===== src/rtl/counter_ctrl_4bit_if.sv =====
// Control/status bundle for the 4-bit interval controller.
// master drives strobes and configuration, slave returns count status.
interface counter_ctrl_4bit_if #(
    parameter int PRESCALE_W = 4
);
    logic                  start;
    logic                  pause;
    logic                  stop;
    logic                  mode;
    logic [3:0]            period;
    logic [PRESCALE_W-1:0] prescale;
    logic [3:0]            q;
    logic                  busy;
    logic                  tick;
    logic                  done;
    logic                  err;

    modport master (
        output start, pause, stop, mode, period, prescale,
        input  q, busy, tick, done, err
    );

    modport slave (
        input  start, pause, stop, mode, period, prescale,
        output q, busy, tick, done, err
    );
endinterface


===== src/rtl/counter_ctrl_4bit.sv =====
// Programmable interval controller sequencing a 4-bit up-counter
// with prescaler, pause/stop control and one-shot/auto-reload modes.
module counter_ctrl_4bit #(
    parameter int PRESCALE_W = 4
) (
    input logic clk,
    input logic rst,
    counter_ctrl_4bit_if.slave bus
);
    typedef enum logic [1:0] {
        IDLE  = 2'd0,
        RUN   = 2'd1,
        PAUSE = 2'd2
    } state_t;

    state_t state, state_n;

    logic [3:0]            q, q_n;
    logic [PRESCALE_W-1:0] pcnt, pcnt_n;
    logic [3:0]            period_l, period_l_n;
    logic [PRESCALE_W-1:0] prescale_l, prescale_l_n;
    logic                  mode_l, mode_l_n;
    logic                  busy, tick, tick_n;
    logic                  done, done_n;
    logic                  err, err_n;
    logic                  run_ok;

    always_ff @(posedge clk or posedge rst) begin
        if (rst) begin
            state      <= IDLE;
            q          <= '0;
            pcnt       <= '0;
            period_l   <= '0;
            prescale_l <= '0;
            mode_l     <= 1'b0;
            busy       <= 1'b0;
            tick       <= 1'b0;
            done       <= 1'b0;
            err        <= 1'b0;
        end else begin
            state      <= state_n;
            q          <= q_n;
            pcnt       <= pcnt_n;
            period_l   <= period_l_n;
            prescale_l <= prescale_l_n;
            mode_l     <= mode_l_n;
            busy       <= (state_n != IDLE);
            tick       <= tick_n;
            done       <= done_n;
            err        <= err_n;
        end
    end

    always_comb begin
        state_n      = state;
        q_n          = q;
        pcnt_n       = pcnt;
        period_l_n   = period_l;
        prescale_l_n = prescale_l;
        mode_l_n     = mode_l;
        tick_n       = 1'b0;
        done_n       = 1'b0;
        err_n        = 1'b0;
        run_ok       = 1'b0;

        unique case (state)
            IDLE: begin
                if (bus.start) begin
                    if (bus.period != 4'd0) begin
                        period_l_n   = bus.period;
                        prescale_l_n = bus.prescale;
                        mode_l_n     = bus.mode;
                        q_n          = '0;
                        pcnt_n       = '0;
                        state_n      = RUN;
                    end else begin
                        err_n = 1'b1;
                    end
                end
            end
            RUN: begin
                if (bus.stop) begin
                    q_n     = '0;
                    pcnt_n  = '0;
                    state_n = IDLE;
                end else if (bus.pause) begin
                    state_n = PAUSE;
                end else begin
                    run_ok = 1'b1;
                end
            end
            PAUSE: begin
                if (bus.stop) begin
                    q_n     = '0;
                    pcnt_n  = '0;
                    state_n = IDLE;
                end else if (!bus.pause) begin
                    // the release edge counts like a normal run edge
                    state_n = RUN;
                    run_ok  = 1'b1;
                end
            end
            default: state_n = IDLE;
        endcase

        if (run_ok) begin
            if (pcnt == prescale_l) begin
                pcnt_n = '0;
                tick_n = 1'b1;
                if (q != period_l) begin
                    q_n = q + 4'd1;
                end else begin
                    q_n    = '0;
                    done_n = 1'b1;
                    if (!mode_l) begin
                        state_n = IDLE;
                    end else begin
                        period_l_n   = bus.period;
                        prescale_l_n = bus.prescale;
                        mode_l_n     = bus.mode;
                        if (bus.period == 4'd0) begin
                            state_n = IDLE;
                            err_n   = 1'b1;
                        end
                    end
                end
            end else begin
                pcnt_n = pcnt + 1'b1;
            end
        end
    end

    assign bus.q    = q;
    assign bus.busy = busy;
    assign bus.tick = tick;
    assign bus.done = done;
    assign bus.err  = err;
endmodule


===== src/flat_wrapper.sv =====
// flat-port wrapper written by rule: the top's interface ports become plain ports
module counter_ctrl_4bit_flat 
#(
    parameter int PRESCALE_W = 4
)
  (clk, rst, bus_start, bus_pause, bus_stop, bus_mode, bus_period, bus_prescale, bus_q, bus_busy, bus_tick, bus_done, bus_err);
  counter_ctrl_4bit_if #(.PRESCALE_W(PRESCALE_W)) bus_i ();
  input logic clk;
  input logic rst;
  input wire logic [$bits(bus_i.start)-1:0] bus_start;
  input wire logic [$bits(bus_i.pause)-1:0] bus_pause;
  input wire logic [$bits(bus_i.stop)-1:0] bus_stop;
  input wire logic [$bits(bus_i.mode)-1:0] bus_mode;
  input wire logic [$bits(bus_i.period)-1:0] bus_period;
  input wire logic [$bits(bus_i.prescale)-1:0] bus_prescale;
  output wire logic [$bits(bus_i.q)-1:0] bus_q;
  output wire logic [$bits(bus_i.busy)-1:0] bus_busy;
  output wire logic [$bits(bus_i.tick)-1:0] bus_tick;
  output wire logic [$bits(bus_i.done)-1:0] bus_done;
  output wire logic [$bits(bus_i.err)-1:0] bus_err;
  assign bus_i.start = bus_start;
  assign bus_i.pause = bus_pause;
  assign bus_i.stop = bus_stop;
  assign bus_i.mode = bus_mode;
  assign bus_i.period = bus_period;
  assign bus_i.prescale = bus_prescale;
  assign bus_q = bus_i.q;
  assign bus_busy = bus_i.busy;
  assign bus_tick = bus_i.tick;
  assign bus_done = bus_i.done;
  assign bus_err = bus_i.err;
  counter_ctrl_4bit #(.PRESCALE_W(PRESCALE_W)) u_core (.clk(clk), .rst(rst), .bus(bus_i));
endmodule

===== config.mk =====
export PLATFORM = sky130hd
export DESIGN_NAME = counter_ctrl_4bit_flat
export DESIGN_NICKNAME = d
export VERILOG_FILES = /design/src/rtl/counter_ctrl_4bit_if.sv /design/src/rtl/counter_ctrl_4bit.sv /design/src/flat_wrapper.sv
export SDC_FILE = /design/constraint.sdc
export NUM_CORES = 1
export LEC_CHECK = 0
export CAP_MARGIN = 20
export CORE_MARGIN = 1
export CORE_UTILIZATION = 40
export DETAILED_ROUTE_END_ITERATION = 8
export GPL_TIMING_DRIVEN = 0
export PLACE_DENSITY = 0.74
export SLEW_MARGIN = 20
export SYNTH_ARGS = -nofsm -noshare
export SYNTH_HDL_FRONTEND = slang
export SYNTH_SLANG_ARGS = --single-unit

===== constraint.sdc =====
create_clock -name clk -period 2.4 [get_ports clk]
set_input_delay 0.48 -clock clk [delete_from_list [all_inputs] [get_ports clk]]
set_output_delay 0.48 -clock clk [all_outputs]
set_load 0.02 [all_outputs]

==> parameters.txt, run 1 <==
Parameter                              Value

Route
  Via count of the routed design ... 1071
  Overall routed net length ... 2740 µm
  Post-route ant nets ... 0
  1st-iter DRT viols ... 47
  TritonRoute pass-1 iters ... 4
  Average wire length per cell after detail routing ... 13.8 µm
  Post-route DRC violation count ... 0
  Via density per instance ... 5.41

Placed design
  Routability cong. ... 0.701
  Place WS ... -0.0287 ns
  Port-buffer cells ... 21
  Post-detail-place hpwl ... 2030 µm

Worst setup path
  Critical-path cell list ... inv_1 > ha_1 > nor3b_2 > nand3_1 > or4_1 > a22oi_1
  Worst Path Class, Setup ... reg -> reg
  Kind of capture point of the worst setup path ... flip-flop
  Crit path max-delay cell type ... or4_1
  Required time of the critical path ... 2.63 ns
  Type of origin of the critical path ... flip-flop
  Biggest fanout along the worst timing path ... 9
  Worst path max stage delay ... 0.55 ns
  Critical path data arrival time ... 2.40 ns

Floorplanning
  DIE AREA ... 0.00367 mm²
  Core Region ... 0.00315 mm²
  Row Count ... 20
  Initial standard-cell utilization of the core ... 43.6%
  Ports placed on the boundary ... 22
  Die W ... 60.6 µm
  Height of the chip ... 60.6 µm

Synth
  Compound-cell area share of the yosys netlist ... 19.7%
  Part of the Yosys area used for sequential elements ... 41.9%
  Instance count of the mapped netlist ... 127
  Count of flip-flops with a built-in enable after synthesis ... 0
  Library cell occupying the most area in the post-synthesis netlist ... dfrtp_1
  Synthesized Nets ... 147
  Yosys reg bits ... 23
  Adder-cell share of the synthesized area ... 5.46%
  Synthesized-area fraction occupied by and/or/nand/nor cells ... 15.9%
  Post-synthesis area per instance ... 10.8 µm²
  Main combinational cell family by area after synthesis ... compound AO/OA/AOI/OAI gates
  Area of the mapped netlist ... 0.00137 mm²
  Xor/xnor cell area share of the yosys netlist ... 6.28%
  Share of synthesized area spent on multiplexers ... 6.65%
  Yosys top cell area share ... 41.9%
  Most common cell in the synthesized netlist ... dfrtp_1
  Most common library cells after synthesis ... dfrtp_1, inv_1, nand2_1
  Top cells by area, synth ... dfrtp_1, ha_1, xnor2_1, mux2_4, inv_1
  Top flip-flop cell by instance count after synthesis ... dfrtp_1
  Netlist cell types ... 45
  Post-synth ARST share ... 100%
  Yosys warnings ... 0

Clock network
  Number of buffers on the longest clock path ... 2
  Cts bufs inserted ... 3
  CTS Hold Bufs ... 0
  H-tree levels ... 1
  Clock tree from TritonCTS ... yes
  Root buf cell ... clkbuf_4
  Clock edge transition at the registers on the reported setup and hold paths ... 0.13 ns
  Number of sinks on the clock net ... 23
  Skew-Pair Late Insertion Delay ... 0.31 ns

Global routing
  Congestion Overflow GR ... 0
  Vias in the first global route ... 1055
  Tot GR Track Use ... 17.2%
  Antenna violations before repair ... 0
  Largest net degree at the start of global routing ... 24
  First-pass GRT wire length ... 4680 µm

STA
  Final worst-path cycle share ... 90.4%
  Final Max Tran Viols ... 0
  Worst slew margin relative to its limit ... 43.0%
  Fin Hold WS ... 0.551 ns
  Setup violation total in the final timing report ... 0
  Measured slew at the worst slew-check pin ... 0.854 ns
  Clock period minus final worst setup slack ... 2.17 ns
  Final setup margin ... 0.229 ns
  Setup repair after global routing missed its margin ... yes
  Final-report hold violation count ... 0
  Achievable clock frequency ... 461 MHz
  Final clock skew ... 0.00617 ns

Flow run
  Number of maximum-capacitance violations ... 0

Status
  Result of the run ... completed

Power and ir drop
  Power share of the sequential group ... 39.1%
  LEAKAGE ... 0.719 nW
  Clock group share of total power ... 11.4%
  Total internal power ... 0.000958 W
  Share of total power consumed by net switching ... 39.4%
  Gate power share ... 49.5%
  Worst supply voltage drop on vdd ... 475 µV
  Switching power total ... 0.000624 W
  Total power per unit cell area ... 931 mW/mm²
  Pwr Total ... 0.00158 W

Final layout
  Antenna Diode Count ... 0
  Fraction of final layout cells with drive strength greater than 1 ... 13.0%
  Layout overhead on the synthesized area ... 23.6%
  Nets ... 175

Hold path
  HP Class ... reg -> reg
-- stage by stage --
stage | TNS [ns] | cell area [µm²] | cells | utilization [%]
finish | 0 | 1700 | 198 | 53.8
global route | -0.0870 | 1700 | 198 | 53.8
CTS | 0 | 1670 | 196 | 52.8
detailed placement | -0.113 | 1640 | 192 | 52.0
global placement | 0 | 1640 | 192 | 52.0
floorplan | 0 | 1370 | 127 | -
-- state kept, by name (all words and copies together), names as in the netlist --
signal	count
u_core.bus.busy	1
u_core.bus.done	1
u_core.bus.err	1
u_core.bus.q	4
u_core.bus.tick	1
u_core.mode_l	1
u_core.pcnt	4
u_core.period_l	4
u_core.prescale_l	4
u_core.state	2
-- final timing paths --
check                                               startpoint                              to  slack [ns]  cells past startpoint
max in group asynchronous                                  rst      u_core.pcnt[3]$_DFFE_PP0P_        1.25                      2
worst min register to register  u_core.prescale_l[2]$_DFF_PP0_  u_core.prescale_l[2]$_DFF_PP0_        0.55                      1
min in group asynchronous                                  rst       u_core.bus.q[3]$_DFF_PP0_        0.63                      2
worst max-delay path                 u_core.state[0]$_DFF_PP0_    u_core.period_l[3]$_DFF_PP0_        0.23                      6
worst max register to register       u_core.state[0]$_DFF_PP0_    u_core.period_l[3]$_DFF_PP0_        0.23                      6
worst min-delay path            u_core.prescale_l[2]$_DFF_PP0_  u_core.prescale_l[2]$_DFF_PP0_        0.55                      1
-- power groups by stage --
stage / sequential, W / clock (W) / combinational (W)
after global placement: 0.000622 / 0 / 0.000724
after detailed placement: 0.000627 / 0 / 0.000751
after global routing: 0.000638 / 0.000204 / 0.000870
after floorplan: 0.000610 / 0 / 0.000581
final: 0.000618 / 0.000180 / 0.000783
after CTS: 0.000619 / 0.000186 / 0.000756
-- logic make-up (layout without fill, tap and decap cells) --
kind of cell	after synthesis	in the layout
simple gates	36	36
compound gates	33	33
flops	23	23
buf+inv	13	40
xor+xnor	9	9
mux	7	7
fa+ha+maj	6	6
-- metal layers --
metal	global-route usage (%)	wire length [µm]
met5	0	0
met2	27.5	1310
met4	5.84	59
met3	3.84	95
met1	23.3	1270
-- cell usage in the layout (no fill, tap or decap), types with 2 or more instances in the layout --
| master | count |
|---|---|
| dfrtp_1 | 23 |
| clkdlybuf4s50_1 | 21 |
| inv_1 | 11 |
| nand2_1 | 10 |
| xnor2_1 | 8 |
| ha_1 | 6 |
| a22oi_1 | 5 |
| mux2_4 | 4 |
| or4_1 | 4 |
| a31oi_1 | 4 |
| a21oi_1 | 4 |
| nand2b_1 | 3 |
| nand3_1 | 3 |
| a22o_1 | 3 |
| nor2_1 | 3 |
| clkbuf_4 | 3 |
| clkbuf_1 | 2 |
| o21ai_0 | 2 |
| a211oi_1 | 2 |
| mux2i_1 | 2 |
| o22ai_1 | 2 |
-- worst max-delay path: cells and delay by family (launching register included) --
family          cells  cell delay, ns
simple gates        3            1.02
flops               1            0.45
fa+ha+maj           1            0.32
compound gates      1            0.19
buf+inv             1            0.11
-- area by class of cell --
| type | instances | area (µm²) |
|---|---|---|
| plain buffers | 2 | 15.0 |
| repair buffers | 23 | 238 |
| well taps | 44 | 55.1 |
| multi-input cells | 91 | 747 |
| fillers | 292 | 1460 |
| flip-flops and latches | 23 | 576 |
| clock buffers | 4 | 26.3 |
| inverters | 11 | 41.3 |
-- what timing repair did --
action / CTS / global route
endpoints found under the setup margin: 0 / 16
buffers inserted: 0 / 2
gates resized for setup: 0 / 1
Note: power is estimated with default switching activity, not from simulation.
==> run 2: changes to the inputs <==
CORE_MARGIN = 2   (was 1)
PLACE_DENSITY = 0.59   (was 0.74)
TNS_END_PERCENT = 5   (was not set)
==> run 2 against run 1 <==
Against the previous run:
- non-clock buffer count is 2 lower
- die area grew 6.7%
- clock-buffer cell count is 1 lower
- clock skew down 0.0042 ns
- via count is 0.93% higher
- global-route usage decreased by 1.3 points
- total power barely moved
- largest power group unchanged
- hold slack improved by 0.0055 ns
- worst setup slack got worse by 0.11 ns
- core utilization decreased by 2.8 points
- fmax fell by 4.9%
==> parameters.txt, run 2 (synthesized netlist as in run 1, its figures left out) <==
Parameter                              Value

Status
  Result of the run ... completed

Global routing
  First-pass GRT wire length ... 5020 µm (+7.2%)
  Antenna violations before repair ... 0 (unchanged)
  Largest net degree at the start of global routing ... 24 (unchanged)
  Vias in the first global route ... 1062 (+0.66%)
  Tot GR Track Use ... 15.9% (-1.3 points)
  Congestion Overflow GR ... 0 (unchanged)

Worst setup path
  Source of the critical timing path ... u_core.state[0]$_DFF_PP0_
  Critical path data arrival time ... 2.49 ns (+0.09 ns)
  CP Capture Point ... u_core.prescale_l[3]$_DFF_PP0_
  Biggest fanout along the worst timing path ... 8 (-1)
  End of the worst register-to-register path ... u_core.prescale_l[3]$_DFF_PP0_
  Register-to-register path setup slack ... 0.12 ns (-0.11 ns)
  Crit path buf inv count ... 1 (unchanged)
  Type of origin of the critical path ... flip-flop
  Crit path max-delay cell type ... o31ai_4
  Instance count on the critical path ... 6 (unchanged)
  Critical R2R Launch ... u_core.state[0]$_DFF_PP0_
  Worst Path Class, Setup ... reg -> reg
  Required time of the critical path ... 2.61 ns (-0.02 ns)
  Family with the most delay on the worst path ... compound AO/OA/AOI/OAI gates
  Cells on worst reg2reg path ... 6 (unchanged)
  Kind of capture point of the worst setup path ... flip-flop
  Worst path max stage delay ... 0.51 ns (-0.04 ns)
  Critical-path cell list ... inv_1 > ha_1 > nor3b_2 > nand4_1 > o31ai_4 > mux2_4

Power and ir drop
  LEAKAGE ... 0.711 nW (-1.1%)
  Pwr Total ... 0.00158 W (about the same)
  Gate power share ... 49.2% (-0.3 points)
  Share of total power consumed by net switching ... 40.9% (+1.5 points)
  Total internal power ... 0.000935 W (-2.4%)
  Power share of the sequential group ... 39.6% (+0.5 points)
  Clock group share of total power ... 11.3% (about the same)
  Worst supply voltage drop on vdd ... 423 µV (-11%)
  Total power per unit cell area ... 937 mW/mm² (+0.57%)
  Switching power total ... 0.000647 W (+3.8%)

STA
  Final clock skew ... 0.00194 ns (-0.00424 ns)
  Setup violation total in the final timing report ... 0 (unchanged)
  Final Max Tran Viols ... 0 (unchanged)
  Clock period minus final worst setup slack ... 2.28 ns (+0.112 ns)
  Final worst-path cycle share ... 95.1% (+4.7 points)
  Worst slew margin relative to its limit ... 42.2% (-0.79 points)
  Measured slew at the worst slew-check pin ... 0.866 ns (+0.0118 ns)
  Final-report hold violation count ... 0 (unchanged)
  Setup repair after global routing missed its margin ... no
  Achievable clock frequency ... 438 MHz (-4.9%)

Clock network
  Number of buffers on the longest clock path ... 2 (unchanged)
  Cts bufs inserted ... 3 (unchanged)
  Setup repair bufs after CTS ... 0 (unchanged)
  Clock tree from TritonCTS ... yes
  Clock edge transition at the registers on the reported setup and hold paths ... 0.13 ns (about the same)
  CTS Hold Bufs ... 0 (unchanged)
  Root buf cell ... clkbuf_4
  Number of sinks on the clock net ... 23 (unchanged)
  H-tree levels ... 1 (unchanged)
  Skew-Pair Late Insertion Delay ... 0.31 ns (about the same)

Final layout
  Antenna Diode Count ... 0 (unchanged)
  Fraction of final layout cells with drive strength greater than 1 ... 14.5% (+1.5 points)
  Nets ... 173 (-1.1%)
  Number of non-filler instances in the completed layout ... 198 (unchanged)
  Layout overhead on the synthesized area ... 23.0%
  Leading cell type in the layout, fill and taps excluded ... dfrtp_1
  Most frequent cells in the layout ... dfrtp_1, clkdlybuf4s50_1, inv_1

Route
  Post-route ant nets ... 0 (unchanged)
  Via count of the routed design ... 1081 (+0.93%)
  Via density per instance ... 5.46 (+0.93%)
  TritonRoute pass-1 iters ... 4 (unchanged)
  Post-route DRC violation count ... 0 (unchanged)
  Overall routed net length ... 2940 µm (+7.3%)
  1st-iter DRT viols ... 85 (+81%)
  Average wire length per cell after detail routing ... 14.8 µm (+7.3%)

Hold path
  HP Class ... reg -> reg

Floorplanning
  Die W ... 62.6 µm (+3.3%)
  DIE AREA ... 0.00392 mm² (+6.7%)
  Initial standard-cell utilization of the core ... 41.5% (-2.1 points)
  Height of the chip ... 62.6 µm (+3.3%)
  Row Count ... 21 (+5.0%)
  Core Region ... 0.00331 mm² (+5.0%)
  Ports placed on the boundary ... 22 (unchanged)

Placed design
  Routability cong. ... 0.789 (+13%)
  Instance count after placement with tap cells included ... 194 (+1.0%)
  Port-buffer cells ... 21 (unchanged)
  Post-detail-place hpwl ... 2170 µm (+6.9%)

Flow run
  Number of maximum-capacitance violations ... 0 (unchanged)
## run 2: stage by stage
stage / setup slack, ns / util, % / hold slack (ns) / cell area, µm² / TNS [ns]
2_1_floorplan: 0.391 / - / 0.482 / 1370 / 0
3_3_place_gp: 0.00257 / 49.6 / 0.524 / 1640 / 0
3_5_place_dp: -0.0201 / 49.6 / 0.525 / 1640 / -0.0797
4_1_cts: 0.0690 / 50.4 / 0.556 / 1670 / 0
5_1_grt: 0.0242 / 51.0 / 0.574 / 1690 / 0
6_report: 0.117 / 51.0 / 0.556 / 1690 / 0
## run 2: how the worst min path moves through the flow
stage / from / end / slack [ns] / cells after the start
2_1_floorplan: rst / u_core.bus.busy$_DFF_PP0_ / 0.48 / 1
3_3_place_gp: u_core.prescale_l[1]$_DFF_PP0_ / u_core.prescale_l[1]$_DFF_PP0_ / 0.52 / 1
3_5_place_dp: u_core.prescale_l[1]$_DFF_PP0_ / u_core.prescale_l[1]$_DFF_PP0_ / 0.53 / 1
4_1_cts: u_core.prescale_l[1]$_DFF_PP0_ / u_core.prescale_l[1]$_DFF_PP0_ / 0.56 / 1
5_1_grt: u_core.prescale_l[2]$_DFF_PP0_ / u_core.prescale_l[2]$_DFF_PP0_ / 0.57 / 1
6_report: u_core.prescale_l[1]$_DFF_PP0_ / u_core.prescale_l[1]$_DFF_PP0_ / 0.56 / 1
## run 2: repair_timing
action	CTS	global route
gates resized for setup	0	4
endpoints found under the setup margin	0	16
hold endpoints to repair	0	0
## run 2: per-layer routing
metal | global-route usage, % | vias to the layer above | routed length [µm]
li1 | - | 523 | -
met4 | 5.00 | 0 | 15
met2 | 27.6 | 26 | 1470
met1 | 20.3 | 530 | 1320
met5 | 0 | - | 0
met3 | 2.70 | 2 | 125
## run 2: cell type report
class	count	area, µm²
fill	338	1620
multi-input combinational	91	762
sequential	23	576
timing repair buffer	21	210
tap	46	57.6
inverter	11	41.3
clock buffer	3	22.5
buffer	2	15.0
clock inverter	1	5.00
## run 2: power by group through the flow
stage | Clock, W | Sequential, W | Combinational, W
3_5_place_dp | 0 | 0.000635 | 0.000760
3_3_place_gp | 0 | 0.000626 | 0.000734
4_1_cts | 0.000187 | 0.000625 | 0.000766
6_report | 0.000178 | 0.000626 | 0.000778
5_1_grt | 0.000208 | 0.000643 | 0.000854
2_1_floorplan | 0 | 0.000610 | 0.000581
==> run 3: changes to the inputs <==
CTS_BUF_LIST = sky130_fd_sc_hd__clkbuf_8   (was not set)
==> run 3 against run 2 <==
Against the previous run:
- worst setup slack worse by 0.013 ns
- die area is the same
- sequential power about the same
- critical path type unchanged
- sequential share of layout area is 0.37 points lower
- first-iteration DRC count down 3.5%
- combinational power hardly changed
- critical path depth unchanged
- core utilization up 0.57 points
- total power is 4.0% higher
- routed wire length increased by 0.24%
- final cell count unchanged
==> parameters.txt, run 3 (synthesized netlist as in run 1, its figures left out) <==
Parameter                              Value

Status
  Result of the run ... completed

Global routing
  Antenna violations before repair ... 0 (unchanged)
  Congestion Overflow GR ... 0 (unchanged)
  Tot GR Track Use ... 15.9% (unchanged)
  Largest net degree at the start of global routing ... 24 (unchanged)
  First-pass GRT wire length ... 5030 µm (+0.28%)
  Vias in the first global route ... 1050 (-1.1%)

STA
  Setup violation total in the final timing report ... 0 (unchanged)
  Achievable clock frequency ... 436 MHz (-0.55%)
  Final clock skew ... 0.00500 ns (+0.00307 ns)
  Fin Hold WS ... 0.545 ns (-0.0110 ns)
  Final worst-path cycle share ... 95.7% (+0.53 points)
  Final Max Tran Viols ... 0 (unchanged)
  Worst slew margin relative to its limit ... 42.1% (-0.12 points)
  Clock period minus final worst setup slack ... 2.30 ns (+0.0127 ns)
  Final-report hold violation count ... 0 (unchanged)
  Measured slew at the worst slew-check pin ... 0.868 ns (+0.00181 ns)

Final layout
  Antenna Diode Count ... 0 (unchanged)
  Leading cell type in the layout, fill and taps excluded ... dfrtp_1
  Nets ... 173 (unchanged)
  Layout overhead on the synthesized area ... 24.3%
  Fraction of final layout cells with drive strength greater than 1 ... 14.5% (unchanged)
  Final core occ ... 51.6% (+0.57 points)
  Most frequent cells in the layout ... dfrtp_1, clkdlybuf4s50_1, inv_1
  Number of non-filler instances in the completed layout ... 198 (unchanged)

Placed design
  Post-detail-place hpwl ... 2170 µm (unchanged)
  Port-buffer cells ... 21 (unchanged)
  Instance count after placement with tap cells included ... 194 (unchanged)
  Routability cong. ... 0.789 (unchanged)

Worst setup path
  Biggest fanout along the worst timing path ... 8 (unchanged)
  Crit path max-delay cell type ... o31ai_4
  Required time of the critical path ... 2.54 ns (-0.07 ns)
  Critical-path cell list ... inv_1 > ha_1 > nor3b_2 > nand4_1 > o31ai_4 > mux2_4
  Worst Path Class, Setup ... reg -> reg
  Type of origin of the critical path ... flip-flop
  Kind of capture point of the worst setup path ... flip-flop
  Critical path data arrival time ... 2.44 ns (-0.05 ns)
  Crit path buf inv count ... 1 (unchanged)
  Worst path max stage delay ... 0.51 ns (about the same)
  Family with the most delay on the worst path ... compound AO/OA/AOI/OAI gates

Power and ir drop
  Total internal power ... 0.000989 W (+5.8%)
  Clock group share of total power ... 14.3% (+3.0 points)
  Share of total power consumed by net switching ... 39.9% (-1.0 points)
  Gate power share ... 47.4% (-1.8 points)
  Total power per unit cell area ... 963 mW/mm² (+2.8%)
  Power share of the sequential group ... 38.3% (-1.3 points)
  Switching power total ... 0.000656 W (+1.3%)
  Pwr Total ... 0.00165 W (+4.0%)
  Worst supply voltage drop on vdd ... 399 µV (-5.6%)
  LEAKAGE ... 0.719 nW (+1.1%)

Clock network
  Number of buffers on the longest clock path ... 2 (unchanged)
  Root buf cell ... clkbuf_8
  Clock edge transition at the registers on the reported setup and hold paths ... 0.08 ns (-0.05 ns)
  Clock tree from TritonCTS ... yes
  Cts bufs inserted ... 3 (unchanged)
  Number of sinks on the clock net ... 23 (unchanged)
  H-tree levels ... 1 (unchanged)
  Skew-Pair Late Insertion Delay ... 0.26 ns (-0.05 ns)

Route
  TritonRoute pass-1 iters ... 4 (unchanged)
  Average wire length per cell after detail routing ... 14.9 µm (+0.24%)
  Post-route DRC violation count ... 0 (unchanged)
  Overall routed net length ... 2940 µm (+0.24%)
  Via count of the routed design ... 1096 (+1.4%)
  1st-iter DRT viols ... 82 (-3.5%)
  Post-route ant nets ... 0 (unchanged)
  Via density per instance ... 5.54 (+1.4%)

Floorplanning
  Initial standard-cell utilization of the core ... 41.5% (unchanged)
  Row Count ... 21 (unchanged)
  Die W ... 62.6 µm (unchanged)
  DIE AREA ... 0.00392 mm² (unchanged)
  Core Region ... 0.00331 mm² (unchanged)
  Height of the chip ... 62.6 µm (unchanged)
  Ports placed on the boundary ... 22 (unchanged)

Flow run
  Number of maximum-capacitance violations ... 0 (unchanged)

Hold path
  HP Class ... reg -> reg
[run 3: metal layers]
layer  vias up  GRT usage [%]  part of all wire, %
met1       542           20.5                   46
met4         0           4.17                 0.51
met5         -              0                    0
li1        524              -                    -
met3         2           2.70                  4.2
met2        28           27.7                   50
[run 3: final timing paths]
check / slack (ns) / from / depth (start not counted) / end
max: 0.10 / u_core.state[0]$_DFF_PP0_ / 6 / u_core.prescale_l[3]$_DFF_PP0_
min: 0.55 / u_core.prescale_l[1]$_DFF_PP0_ / 1 / u_core.prescale_l[1]$_DFF_PP0_
max reg2reg: 0.10 / u_core.state[0]$_DFF_PP0_ / 6 / u_core.prescale_l[3]$_DFF_PP0_
min reg2reg: 0.55 / u_core.prescale_l[1]$_DFF_PP0_ / 1 / u_core.prescale_l[1]$_DFF_PP0_
max in group asynchronous: 1.17 / rst / 2 / u_core.period_l[3]$_DFF_PP0_
min in group asynchronous: 0.70 / rst / 2 / u_core.pcnt[1]$_DFFE_PP0P_
[run 3: stage by stage]
step	setup WS, ns	setup TNS, ns	cell area, µm²
4_1_cts	0.0995	0	1690
5_1_grt	-0.00397	-0.00397	1710
3_3_place_gp	0.00257	0	1640
3_5_place_dp	-0.0201	-0.0797	1640
6_report	0.104	0	1710
2_1_floorplan	0.391	0	1370
[run 3: worst reg2reg max path: stages, from the launching register on]
cell and delay (ns):
dfrtp_1 0.44, inv_1 0.11, ha_1 0.32, nor3b_2 0.23, nand4_1 0.22, o31ai_4 0.51, mux2_4 0.35
[run 3: what timing repair did]
item | in CTS | in global routing
setup endpoints to repair | 0 | 17
hold buffers | 0 | 0
resized for setup | 0 | 4
setup buffers | 0 | 0
[run 3: layout make-up]
type                            instances  area, µm²
Timing Repair Buffer                   21        210
Buffer                                  2       15.0
Tap cell                               46       57.6
Multi-Input combinational cell         91        762
Fill cell                             340       1600
Sequential cell                        23        576
Clock inverter                          1       5.00
Inverter                               11       41.3
Clock buffer                            3       41.3
[run 3: power groups by stage]
stage / clock, W / sequential [W] / combinational [W]
CTS: 0.000245 / 0.000627 / 0.000765
detailed placement: 0 / 0.000635 / 0.000760
global placement: 0 / 0.000626 / 0.000734
finish: 0.000235 / 0.000629 / 0.000780
floorplan: 0 / 0.000610 / 0.000581
global route: 0.000272 / 0.000645 / 0.000856
